File: src/rtl/audio_cfg_pkg.sv
// Shared types and constants for the codec power-up configuration path.
package audio_cfg_pkg;

  typedef enum logic [2:0] {
    ST_WAIT_PWR,
    ST_LOAD,
    ST_ISSUE,
    ST_WAIT_DONE,
    ST_GAP,
    ST_DONE,
    ST_ERROR
  } init_state_e;

  localparam int unsigned CFG_ENTRY_W    = 16;
  localparam logic [6:0]  CODEC_DEV_ADDR = 7'h1A;

  function automatic int unsigned max3(input int unsigned a, input int unsigned b,
                                       input int unsigned c);
    int unsigned m;
    m = (a > b) ? a : b;
    m = (m > c) ? m : c;
    return (m == 0) ? 1 : m;
  endfunction

endpackage

File: src/rtl/codec_init_rom.sv
// Codec register write table, one {reg_addr, data} entry per index, registered read.
module codec_init_rom
  import audio_cfg_pkg::*;
#(
  parameter int unsigned NUM_WRITES = 10,
  parameter int unsigned IDX_W      = 4
) (
  input  logic                   clk,
  input  logic                   rst,
  input  logic                   en_i,
  input  logic [IDX_W-1:0]       idx_i,
  output logic [CFG_ENTRY_W-1:0] entry_o
);

  logic [CFG_ENTRY_W-1:0] entry_d, entry_q;

  // Indices past NUM_WRITES (or past the populated table) read as zero.
  always_comb begin
    entry_d = '0;
    if (32'(idx_i) < NUM_WRITES) begin
      case (32'(idx_i))
        32'd0:   entry_d = 16'h1E00;
        32'd1:   entry_d = 16'h0C10;
        32'd2:   entry_d = 16'h0E02;
        32'd3:   entry_d = 16'h1000;
        32'd4:   entry_d = 16'h0A00;
        32'd5:   entry_d = 16'h0812;
        32'd6:   entry_d = 16'h0017;
        32'd7:   entry_d = 16'h0217;
        32'd8:   entry_d = 16'h0479;
        32'd9:   entry_d = 16'h1201;
        default: entry_d = '0;
      endcase
    end
  end

  always_ff @(posedge clk or posedge rst) begin
    if (rst) begin
      entry_q <= '0;
    end else if (en_i) begin
      entry_q <= entry_d;
    end
  end

  assign entry_o = entry_q;

endmodule

File: src/rtl/codec_init_sequencer.sv
// Power-up sequencer: walks the codec write table over the I2C master handshake,
// retrying NACKed or timed-out writes, and reports done or error.
module codec_init_sequencer
  import audio_cfg_pkg::*;
#(
  parameter logic [6:0]  DEV_ADDR       = CODEC_DEV_ADDR,
  parameter int unsigned NUM_WRITES     = 10,
  parameter int unsigned STARTUP_DELAY  = 1_000_000,
  parameter int unsigned GAP_CYCLES     = 1000,
  parameter int unsigned TIMEOUT_CYCLES = 100_000,
  parameter int unsigned MAX_RETRIES    = 3
) (
  input  logic                                clk,
  input  logic                                rst,
  input  logic                                start,
  output logic                                i2c_req,
  input  logic                                i2c_ready,
  output logic [6:0]                          i2c_dev_addr,
  output logic [7:0]                          i2c_reg_addr,
  output logic [7:0]                          i2c_wdata,
  input  logic                                i2c_done,
  input  logic                                i2c_nack,
  output logic                                busy,
  output logic                                init_done,
  output logic                                init_err,
  output logic [$clog2(NUM_WRITES+1)-1:0]     step_idx
);

  localparam int unsigned IDX_W = $clog2(NUM_WRITES + 1);
  localparam int unsigned CNT_W = $clog2(max3(STARTUP_DELAY, TIMEOUT_CYCLES, GAP_CYCLES) + 1);
  localparam int unsigned RET_W = $clog2(MAX_RETRIES + 1);
  localparam init_state_e AFTER_XFER = (GAP_CYCLES == 0) ? ST_LOAD : ST_GAP;

  init_state_e            state_q, state_d;
  logic [CNT_W-1:0]       cnt_q, cnt_d;
  logic [RET_W-1:0]       retry_q, retry_d;
  logic [IDX_W-1:0]       idx_q, idx_d;
  logic                   done_q, done_d;
  logic                   err_q, err_d;
  logic                   rom_en;
  logic [CFG_ENTRY_W-1:0] entry;

  codec_init_rom #(
    .NUM_WRITES (NUM_WRITES),
    .IDX_W      (IDX_W)
  ) u_rom (
    .clk     (clk),
    .rst     (rst),
    .en_i    (rom_en),
    .idx_i   (idx_q),
    .entry_o (entry)
  );

  always_ff @(posedge clk or posedge rst) begin
    if (rst) begin
      state_q <= ST_WAIT_PWR;
      cnt_q   <= '0;
      retry_q <= '0;
      idx_q   <= '0;
      done_q  <= 1'b0;
      err_q   <= 1'b0;
    end else begin
      state_q <= state_d;
      cnt_q   <= cnt_d;
      retry_q <= retry_d;
      idx_q   <= idx_d;
      done_q  <= done_d;
      err_q   <= err_d;
    end
  end

  always_comb begin
    state_d = state_q;
    cnt_d   = cnt_q;
    retry_d = retry_q;
    idx_d   = idx_q;
    done_d  = done_q;
    err_d   = err_q;
    rom_en  = 1'b0;
    unique case (state_q)
      ST_WAIT_PWR: begin
        if (32'(cnt_q) + 32'd1 >= STARTUP_DELAY) begin
          state_d = ST_LOAD;
          cnt_d   = '0;
        end else begin
          cnt_d = cnt_q + CNT_W'(1);
        end
      end
      ST_LOAD: begin
        rom_en  = 1'b1;
        state_d = ST_ISSUE;
      end
      ST_ISSUE: begin
        // Counter starts at 1 so it equals cycles elapsed since the accept edge.
        if (i2c_ready) begin
          state_d = ST_WAIT_DONE;
          cnt_d   = CNT_W'(1);
        end
      end
      ST_WAIT_DONE: begin
        cnt_d = cnt_q + CNT_W'(1);
        if (i2c_done && !i2c_nack) begin
          retry_d = '0;
          idx_d   = idx_q + IDX_W'(1);
          cnt_d   = '0;
          if (idx_q == IDX_W'(NUM_WRITES - 1)) begin
            state_d = ST_DONE;
            done_d  = 1'b1;
          end else begin
            state_d = AFTER_XFER;
          end
        end else if (i2c_done || (32'(cnt_q) >= TIMEOUT_CYCLES)) begin
          retry_d = retry_q + RET_W'(1);
          cnt_d   = '0;
          if (32'(retry_q) + 32'd1 >= MAX_RETRIES) begin
            state_d = ST_ERROR;
            err_d   = 1'b1;
          end else begin
            state_d = AFTER_XFER;
          end
        end
      end
      ST_GAP: begin
        if (32'(cnt_q) + 32'd1 >= GAP_CYCLES) begin
          state_d = ST_LOAD;
          cnt_d   = '0;
        end else begin
          cnt_d = cnt_q + CNT_W'(1);
        end
      end
      ST_DONE, ST_ERROR: begin
        if (start) begin
          state_d = ST_LOAD;
          done_d  = 1'b0;
          err_d   = 1'b0;
          idx_d   = '0;
          retry_d = '0;
          cnt_d   = '0;
        end
      end
      default: state_d = ST_WAIT_PWR;
    endcase
  end

  assign i2c_req      = (state_q == ST_ISSUE);
  assign i2c_dev_addr = DEV_ADDR;
  assign i2c_reg_addr = entry[15:8];
  assign i2c_wdata    = entry[7:0];
  assign busy         = (state_q != ST_DONE) && (state_q != ST_ERROR);
  assign init_done    = done_q;
  assign init_err     = err_q;
  assign step_idx     = idx_q;

endmodule

File: config.mk
export PLATFORM = sky130hd
export DESIGN_NAME = codec_init_sequencer
export DESIGN_NICKNAME = d
export VERILOG_FILES = /design/src/rtl/audio_cfg_pkg.sv /design/src/rtl/codec_init_rom.sv /design/src/rtl/codec_init_sequencer.sv
export SDC_FILE = /design/constraint.sdc
export NUM_CORES = 1
export LEC_CHECK = 0
export CAP_MARGIN = 20
export CORE_UTILIZATION = 56
export DETAILED_ROUTE_END_ITERATION = 10
export HOLD_SLACK_MARGIN = 0.02
export MAX_ROUTING_LAYER = met4
export PLACE_DENSITY = 0.86
export SLEW_MARGIN = 20
export SYNTH_ARGS = -nofsm -noshare
export SYNTH_HDL_FRONTEND = slang
export SYNTH_SLANG_ARGS = --single-unit
File: constraint.sdc
create_clock -name clk -period 3.4 [get_ports clk]
set_input_delay 0.34 -clock clk [delete_from_list [all_inputs] [get_ports clk]]
set_output_delay 0.34 -clock clk [all_outputs]
set_load 0.05 [all_outputs]
* Word-level counts from Yosys, hierarchy flattened
Memory sizes are Yosys's and may differ from the RTL's.
Cells that the tools add are included.
** Word-level totals
- Register bits :: 47
- ROM bits :: 176
- Input bits :: 6
- Memories :: 1
** Memory list
- (name not given) :: depth 16, bits a word 11, rd ports 1, clocked after memory_dff 0, wr ports 0, line codec_init_rom.sv:21 : case (32'(idx_i))
** Cells by class
- Add/sub/neg operators :: 5
- Magnitude comparators :: 5
- Eq/ne operators :: 19
- Multiplexer cells :: 33
- Reductions and logical operators :: 14
** Operators with widths (number)
- two-way mux 20 bit :: 6
- case mux 20 bit (5 select lines) :: 1
- >= comparator 32 x 20 -> 1 bit (second input constant) :: 1
- adder 20 x 1 -> 21 bit (second input constant) :: 1
- >= comparator 21 x 10 -> 1 bit (second input constant) :: 1
- adder 20 x 1 -> 20 bit (second input constant) :: 1
- >= comparator 20 x 17 -> 1 bit (second input constant) :: 1
- two-way mux 3 bit :: 6
- case mux 3 bit (6 select lines) :: 1
- two-way mux 16 bit :: 1
- inequality test 2 bit (second input constant) :: 8
- AND reduction 5 bit :: 2
- equality test 3 bit (second input constant) :: 3
- inequality test 3 bit (second input constant) :: 3
- AND reduction 3 bit :: 3
- two-way mux 1 bit :: 8
- two-way mux 2 bit :: 4
- two-way mux 4 bit :: 2
- case mux 4 bit (2 select lines) :: 1
- equality test 3 x 2 -> 1 bit (second input constant) :: 2
- nonzero test 5 bit :: 1
- adder 4 x 1 -> 4 bit (second input constant) :: 1
- equality test 4 bit (second input constant) :: 1
- < comparator 4 bit (second input constant) :: 1
- 14 further kinds :: 16

* Longest topological paths before layout
- Depth in word-level cells :: 6
- Gate-level depth with buffers :: 12

* Cells and area by module
From an unflattened synthesis, not the netlist that was laid out.
** Unflattened totals
- Cell total of the unflattened synthesis :: 358
- Area total of the unflattened synthesis :: 2942.8 sq um
** By module, submodules not included
- codec_init_sequencer :: instances 1, cells an instance 299, area an instance 2368.5 sq um, sequential area each 775.7 sq um
- codec_init_rom :: instances 1, cells an instance 59, area an instance 574.3 sq um, sequential area each 225.2 sq um

* Least setup slack after synthesis
Ideal clock, no wire load.
- Path kind :: register to register
- Start :: register cnt_q[0]
- End :: register state_q[1]
- Setup time :: 139 ps
- Data arrival time :: 2489 ps
- Required time :: 3261 ps
- Path slack :: 773 ps
- Stages on the path, launching flop included :: 11
- Path buffers :: 1
- Period minus slack after synthesis :: 2627 ps
- Cells stage by stage :: dfrtp_1 > ha_1 > and4_1 > buf_2 > xnor2_1 > a2bb2oi_1 > nor4_2 > a2111oi_4 > nor3_1 > nor2b_1 > or4_1
** On the way
- Cells in the longest elaborated chain, start to end :: 4
** RTL lines
- start, declared :: line codec_init_sequencer.sv:35 : logic [CNT_W-1:0] cnt_q, cnt_d;
- start signal, assigned :: line codec_init_sequencer.sv:64 : cnt_q <= cnt_d;
- adder 20 x 1 -> 21 bit or >= comparator 20 x 17 -> 1 bit (tied branches) :: line codec_init_sequencer.sv:82, codec_init_sequencer.sv:124, codec_init_sequencer.sv:112
- >= comparator 32 x 20 -> 1 bit (tied with other cells) :: line codec_init_sequencer.sv:82 : if (32'(cnt_q) + 32'd1 >= STARTUP_DELAY) begin
- inequality test 2 bit (no line) or inequality test 3 bit (tied branches)
- AND reduction 5 bit (no line) *
- end signal, assigned :: line codec_init_sequencer.sv:63 : state_q <= state_d;
- end, declared :: line codec_init_sequencer.sv:34 : init_state_e state_q, state_d;
Every way passes the cells marked *; elsewhere a longest branch is shown, timed or not.
A chain may end at the register's enable or synchronous reset.

* Worst setup path in the final report
Ends and elaborated chain as after synthesis.

==> run_results.csv <==
group,metric,value,unit
global_routing,grt_pass1_wl,9.722,mm
floorplanning,die_h,73.81,um
yosys,ys_seq_area_share,34.66,%
worst_setup_path,startpoint_type,"register",
sta,clock_skew,0.005944,ns
yosys,synth-compound-area-share,12.74,%
pwr,ir_worst_vdd,0.1901,mV
sta,max_slew.worst_pin.slew,1.028,ns
sta,fin_crit_sh,87.70,%
floorplanning,die_w,73.81,um
flow_run,maxCapViolCount,0,
worst_setup_path,cpPeakStageDelay,0.46,ns
outcome,outcome,"finished clean",
worst_setup_path,startpoint,"cnt_q[0]$_DFFE_PP0P_",
place,place_area,3078,um^2
sta,tns,0,ns
worst_setup_path,rr_startpoint,"cnt_q[0]$_DFFE_PP0P_",
yosys,muxShareOfSynthArea,1.776,%
layout,area_growth_syn_to_layout,10.62,%
cts,cts_setup_buffers,0,
drt,drc,0,
floorplanning,ios,37,
yosys,yosysUniqueCellTypes,54,
sta,layout_min_cycle_time,2.982,ns
yosys,synth_ff_type,"dfrtp_1",
sta,setup_viol,0,
floorplanning,initial_core_util,59.56,%
yosys,synth_top_family_by_area,"simple AND/OR/NAND/NOR gates",
layout,final_area,3194,um^2
drt,dr_wl_met2,2.820,mm
worst_setup_path,cp-endpoint,"state_q[1]$_DFFE_PP0P_",
global_routing,grt_util_all_layers,23.94,%
drt,wl_met3,273,um
worst_setup_path,cpMaxStageDelayCell,"dfrtp_1",
worst_setup_path,worst_ep_required_time,3.57,ns
worst_setup_path,arrival,3.16,ns
layout,nNetsFinal,355,
layout,fin_util,65.88,%
pwr,p_total,0.0009246,W
cts,worstSkewPairLatency,0.30,ns
place,portBuffers,24,
layout,diodes,0,
worst_hold_path,hold_class,"in -> async",
place,dp_hpwl,4.164,mm
worst_setup_path,path_class,"reg -> reg",
yosys,synth_edf_count,0,
global_routing,antenna_found_initial,0,
worst_setup_path,r2r_cells,9,
layout,seqCellArea,1001,um^2
cts,numCtsBuffers,5,
sta,drv_slew,0,
sta,rsz0062_at_grt,"no",
cts,postCtsResizedCells,0,
drt,m1WireLength,2.610,mm
sta,fmax,335.4,MHz
yosys,synthArstFlopShare,100.0,%
yosys,synthXorXnorAreaFrac,8.492,%
layout,fill_cells,391,
cts,clkTransAtPathRegs,0.08,ns
worst_setup_path,path_cells,"ha_1 > and4_1 > xnor2_1 > a2bb2oi_1 > nor4_2 > a2111oi_4 > nor3_1 > nor2b_1 > or4_1",
worst_setup_path,path_max_fanout,9,
drt,avgViaCountPerCell,5.779,
yosys,synth_area,2888,um^2
floorplanning,core,4848,um^2
floorplanning,dieArea,5448,um^2
cts,cts.path.max_buffers,2,
drt,totalWireLength,5.769,mm
yosys,synth_cells,328,
pwr,pwr_density_cell,289.5,nW/um^2
worst_setup_path,critical_path_depth,9,
drt,highest_layer,"met4",
cts,root_buffer,"clkbuf_8",
yosys,synth_warnings,0,
worst_setup_path,worst-path-buf-inv,0,
floorplanning,rows,25,
global_routing,grt_pass1_vias,2152,
sta,slew_headroom,31.17,%
cts,cts_tree,"done",
worst_setup_path,r2r_slack,0.42,ns
global_routing,grt_max_degree,41,
sta,hold_viol,0,
layout,drive_above_1_share,9.091,%
pwr,p_leak,1.332,nW
drt,vias,2358,
yosys,synthSimpleGateAreaFrac,30.03,%
worst_setup_path,setup.worst_path.end_class,"register",
yosys,synth-adder-area-share,3.899,%
layout,multi_input_area,1689,um^2
global_routing,grt.overflow.total,0,
worst_setup_path,crit_family,"simple AND/OR/NAND/NOR gates",
worst_setup_path,r2r_end,"state_q[1]$_DFFE_PP0P_",
cts,clkSinkCount,40,
cts,cts_htree_levels,2,
drt,antenna_left,0,
yosys,ys_seq_elements,40,
cts,ctsHoldBuffers,0,
yosys,syn_avg_cell_area,8.804,um^2
drt,drtPass1Iterations,4,
drt,dr.first_iter.drc_count,106,
drt,wl_per_cell,14.14,um
place,globalplace.congestion,0.8977,
-- cells in the final DEF, fill, tap and decap left out, drive strengths merged, types with 3 or more instances in the layout --
cell type	netlist	layout
a21oi	5	5
a31oi	5	5
and2	3	3
and3	3	3
and4	3	3
buf	21	4
clkbuf	12	5
clkdlybuf4s50	0	24
conb	2	12
dfrtp	40	40
ha	9	9
inv	9	9
mux2i	4	4
nand2	35	35
nand2b	8	8
nand3	13	13
nand4	12	12
nor2	37	37
nor2b	5	5
nor3	7	7
nor4	8	8
o211ai	3	3
o21a	3	3
o21ai	18	18
o31ai	5	5
or3	3	3
or4	4	4
xnor2	13	13
xor2	15	15
-- synth_stat cells, types with 4 or more instances --
library cell	instances	area [um^2]
a21oi_1	5	25.02
a31oi_1	5	31.28
buf_2	5	25.02
buf_4	14	105.1
clkbuf_1	12	45.04
dfrtp_1	40	1001
ha_1	9	112.6
inv_1	9	33.78
mux2i_1	4	40.04
nand2_1	35	131.4
nand2b_1	8	50.05
nand3_1	13	65.06
nand4_1	10	62.56
nor2_1	27	101.4
nor2_4	10	112.6
nor2b_1	5	31.28
nor3_1	6	30.03
nor4_1	6	37.54
o21ai_0	17	85.08
o31ai_1	5	37.54
or4_1	4	30.03
xnor2_1	13	113.9
xor2_1	15	131.4
-- metal layers --
layer	track usage [%]	up-vias
met5	-	-
met4	7.906	0
met3	4.801	9
met2	38.84	70
met1	29.83	1129
li1	-	1150
-- worst register-to-register path, delay by kind of cell (launching register included) --
kind	cells	cell delay, ns
AO/OA/AOI/OAI	2	0.28
XOR/XNOR	1	0.12
adder cells (fa/ha/maj)	1	0.28
AND/OR/NAND/NOR	5	1.72
flip-flops	1	0.46
-- cell type report --
cell class | count | area share, %
flip-flops and latches | 40 | 31.34
inverters | 9 | 1.058
repair buffers | 28 | 8.461
multi-input cells | 256 | 52.88
clock buffers | 5 | 2.154
well taps | 67 | 2.624
clock inverters | 3 | 1.488
-- cell families (layout without fill, tap and decap cells) --
kind of cell             Yosys count  in the layout
AND/OR/NAND/NOR                  149            149
AO/OA/AOI/OAI                     53             53
buffers and inverters             42             45
flip-flops                        40             40
XOR/XNOR                          28             28
adder cells (fa/ha/maj)            9              9
multiplexers                       5              5
other                              2             12
-- worst min-delay path by stage --
stage | from | end | slack (ns) | cells past startpoint
4_1_cts | rst | cnt_q[16]$_DFFE_PP0P_ | 0.48 | 3
6_report | rst | retry_q[0]$_DFFE_PP0P_ | 0.47 | 3
2_1_floorplan | retry_q[1]$_DFFE_PP0P_ | retry_q[1]$_DFFE_PP0P_ | 0.48 | 2
3_5_place_dp | init_err$_DFFE_PP0P_ | init_err$_DFFE_PP0P_ | 0.46 | 1
5_1_grt | rst | retry_q[0]$_DFFE_PP0P_ | 0.52 | 3
3_3_place_gp | init_err$_DFFE_PP0P_ | init_err$_DFFE_PP0P_ | 0.46 | 1
-- flip-flops by register name, summed over array words and instances, names as in the netlist --
register       cells
init_done          1
init_err           1
cnt_q             20
retry_q            2
u_rom.entry_o      9
state_q            3
step_idx           4
-- report_power, final --
| group | internal, W | switching, W |
|---|---|---|
| logic | 0.00000674 | 0.0000410 |
| registers | 0.000475 | 0 |
| clock network | 0.000221 | 0.000180 |
| total | 0.000703 | 0.000222 |
-- metrics by stage --
step / std cells / setup WS (ns) / hold WS [ns]
after floorplan: 338 / 0.7728 / 0.4772
after global placement: 400 / 0.5569 / 0.4600
after detailed placement: 400 / 0.4683 / 0.4649
after CTS: 408 / 0.4394 / 0.4820
after global routing: 408 / 0.1892 / 0.5192
final: 408 / 0.4184 / 0.4666
Power figures use the tool's default switching activity.
==> patch, RTL diff (same settings) <==
`STARTUP_DELAY`: 1_000_000 -> 2_000_000.
--- a/src/rtl/codec_init_sequencer.sv
+++ b/src/rtl/codec_init_sequencer.sv
@@ -7,3 +7,3 @@
   parameter int unsigned NUM_WRITES     = 10,
-  parameter int unsigned STARTUP_DELAY  = 1_000_000,
+  parameter int unsigned STARTUP_DELAY  = 2_000_000,
   parameter int unsigned GAP_CYCLES     = 1000,
Function: same outputs for any inputs over 10 cycles, from zero or initial values and one cycle with rst high; that may be too few to reach the edited logic, so the function may still have changed.
==> patch against the original RTL <==
Count of clock-buffer cells in the layout up 1; sequential share of layout area down 0.61 points; clock skew increased by 3.0 ps; cell area increased by 4.5%; cell count is 8.6% higher; sequential cell count grew 1; wire length increased by 14%; setup slack improved by 53 ps; area after synthesis increased by 6.2%; hold slack improved by 11 ps; critical endpoint is now cnt_q[0]; largest cell class unchanged.
Power is not compared: it rests on default switching activity, and its combinational part moved more than twofold at a synthesized area within 25%.
==> patch: results <==
metrics = {
    "worst_setup_path": {
        "crit_arrival_ps": 3110,
        "crit_fanout": 7,
    },
    "yosys": {
        "synth_compound_area_share_pct": 22.73,
        "synthMuxAreaShare_pct": 1.388,
        "synthXorXnorAreaFrac_pct": 4.000,
        "synth.area.top_cells": "dfrtp_1, nand3_1, o21ai_0",
        "ys_seq_area_share_pct": 33.47,
        "syn_avg_cell_area_um2": 8.353,
        "ys_types": 65,
        "synthAdderAreaFrac_pct": 3.673,
        "synth_commonest_cells": "dfrtp_1, nand3_1, nand2_1",
    },
    "placement": {
        "post-dp-hpwl_mm": 4.703,
        "routabilityCongestion": 0.8714,
        "dpl_cell_area_mm2": 0.003243,
        "dp.cells": 435,
    },
    "route": {
        "via_per_inst": 5.948,
        "firstDrtPassIters": 5,
        "drtIter0Drc": 241,
        "routedLengthMet1_mm": 2.951,
        "vias": 2635,
        "routed_wl_mm": 6.591,
        "wl_met2_mm": 3.199,
        "wl_met3_um": 333,
    },
    "clock_tree": {
        "cts_buffer_depth": 2,
        "htree_levels": 2,
        "post_cts_buffers": 0,
    },
    "global_route": {
        "track_usage_pct": 24.86,
        "grtUsageMet2_pct": 40.36,
        "grt_pass1_vias": 2422,
        "use_met1_pct": 31.78,
        "met3_usage_pct": 4.431,
        "grt_max_degree": 44,
        "grt_pass1_wl_mm": 11.26,
    },
    "outcome": {
        "status": "complete, no violations",
    },
    "final_layout": {
        "nNetsFinal": 387,
        "nFillCells": 441,
        "final_layout_size_suffix_gt1_share_pct": 12.06,
        "final_common_cell": "dfrtp_1",
        "largest_reg_flops": 21,
    },
    "power": {
        "total_power_mw": 2.582,
        "sequentialPower_uw": 766,
    },
    "timing": {
        "tightest_slew_ps": 613.3,
        "skew_ps": 8.989,
    },
}
==> patch: changes by cell type in the layout (fill, tap and decap cells not counted), sizes merged, moves of 8 or more <==
cell	unedited run	this run
and3	3	11
xor2	15	6
o21ai	18	28
nor2	37	25
nand3	13	29
a21oi	5	25
==> patch: worst paths after layout <==
path                       slack [ps]  cells past startpoint        startpoint               end
max                               470                      9          cnt_q[0]          cnt_q[0]
min                               480                      3               rst          cnt_q[0]
max reg2reg                       470                      9          cnt_q[0]          cnt_q[0]
min reg2reg                       480                      2  u_rom.entry_o[1]  u_rom.entry_o[1]
max in group asynchronous        2560                      3               rst         cnt_q[16]
min in group clk                  480                      2  u_rom.entry_o[1]  u_rom.entry_o[1]
==> patch: final cells by class <==
type	count	area (µm²)	area share, %
Tap cell	70	87.58	2.623
Multi-Input combinational cell	279	1792	53.65
Sequential cell	41	1026	30.72
Clock inverter	2	13.76	0.4121
Clock buffer	6	82.58	2.473
Inverter	16	60.06	1.798
Timing Repair Buffer	29	277.8	8.318
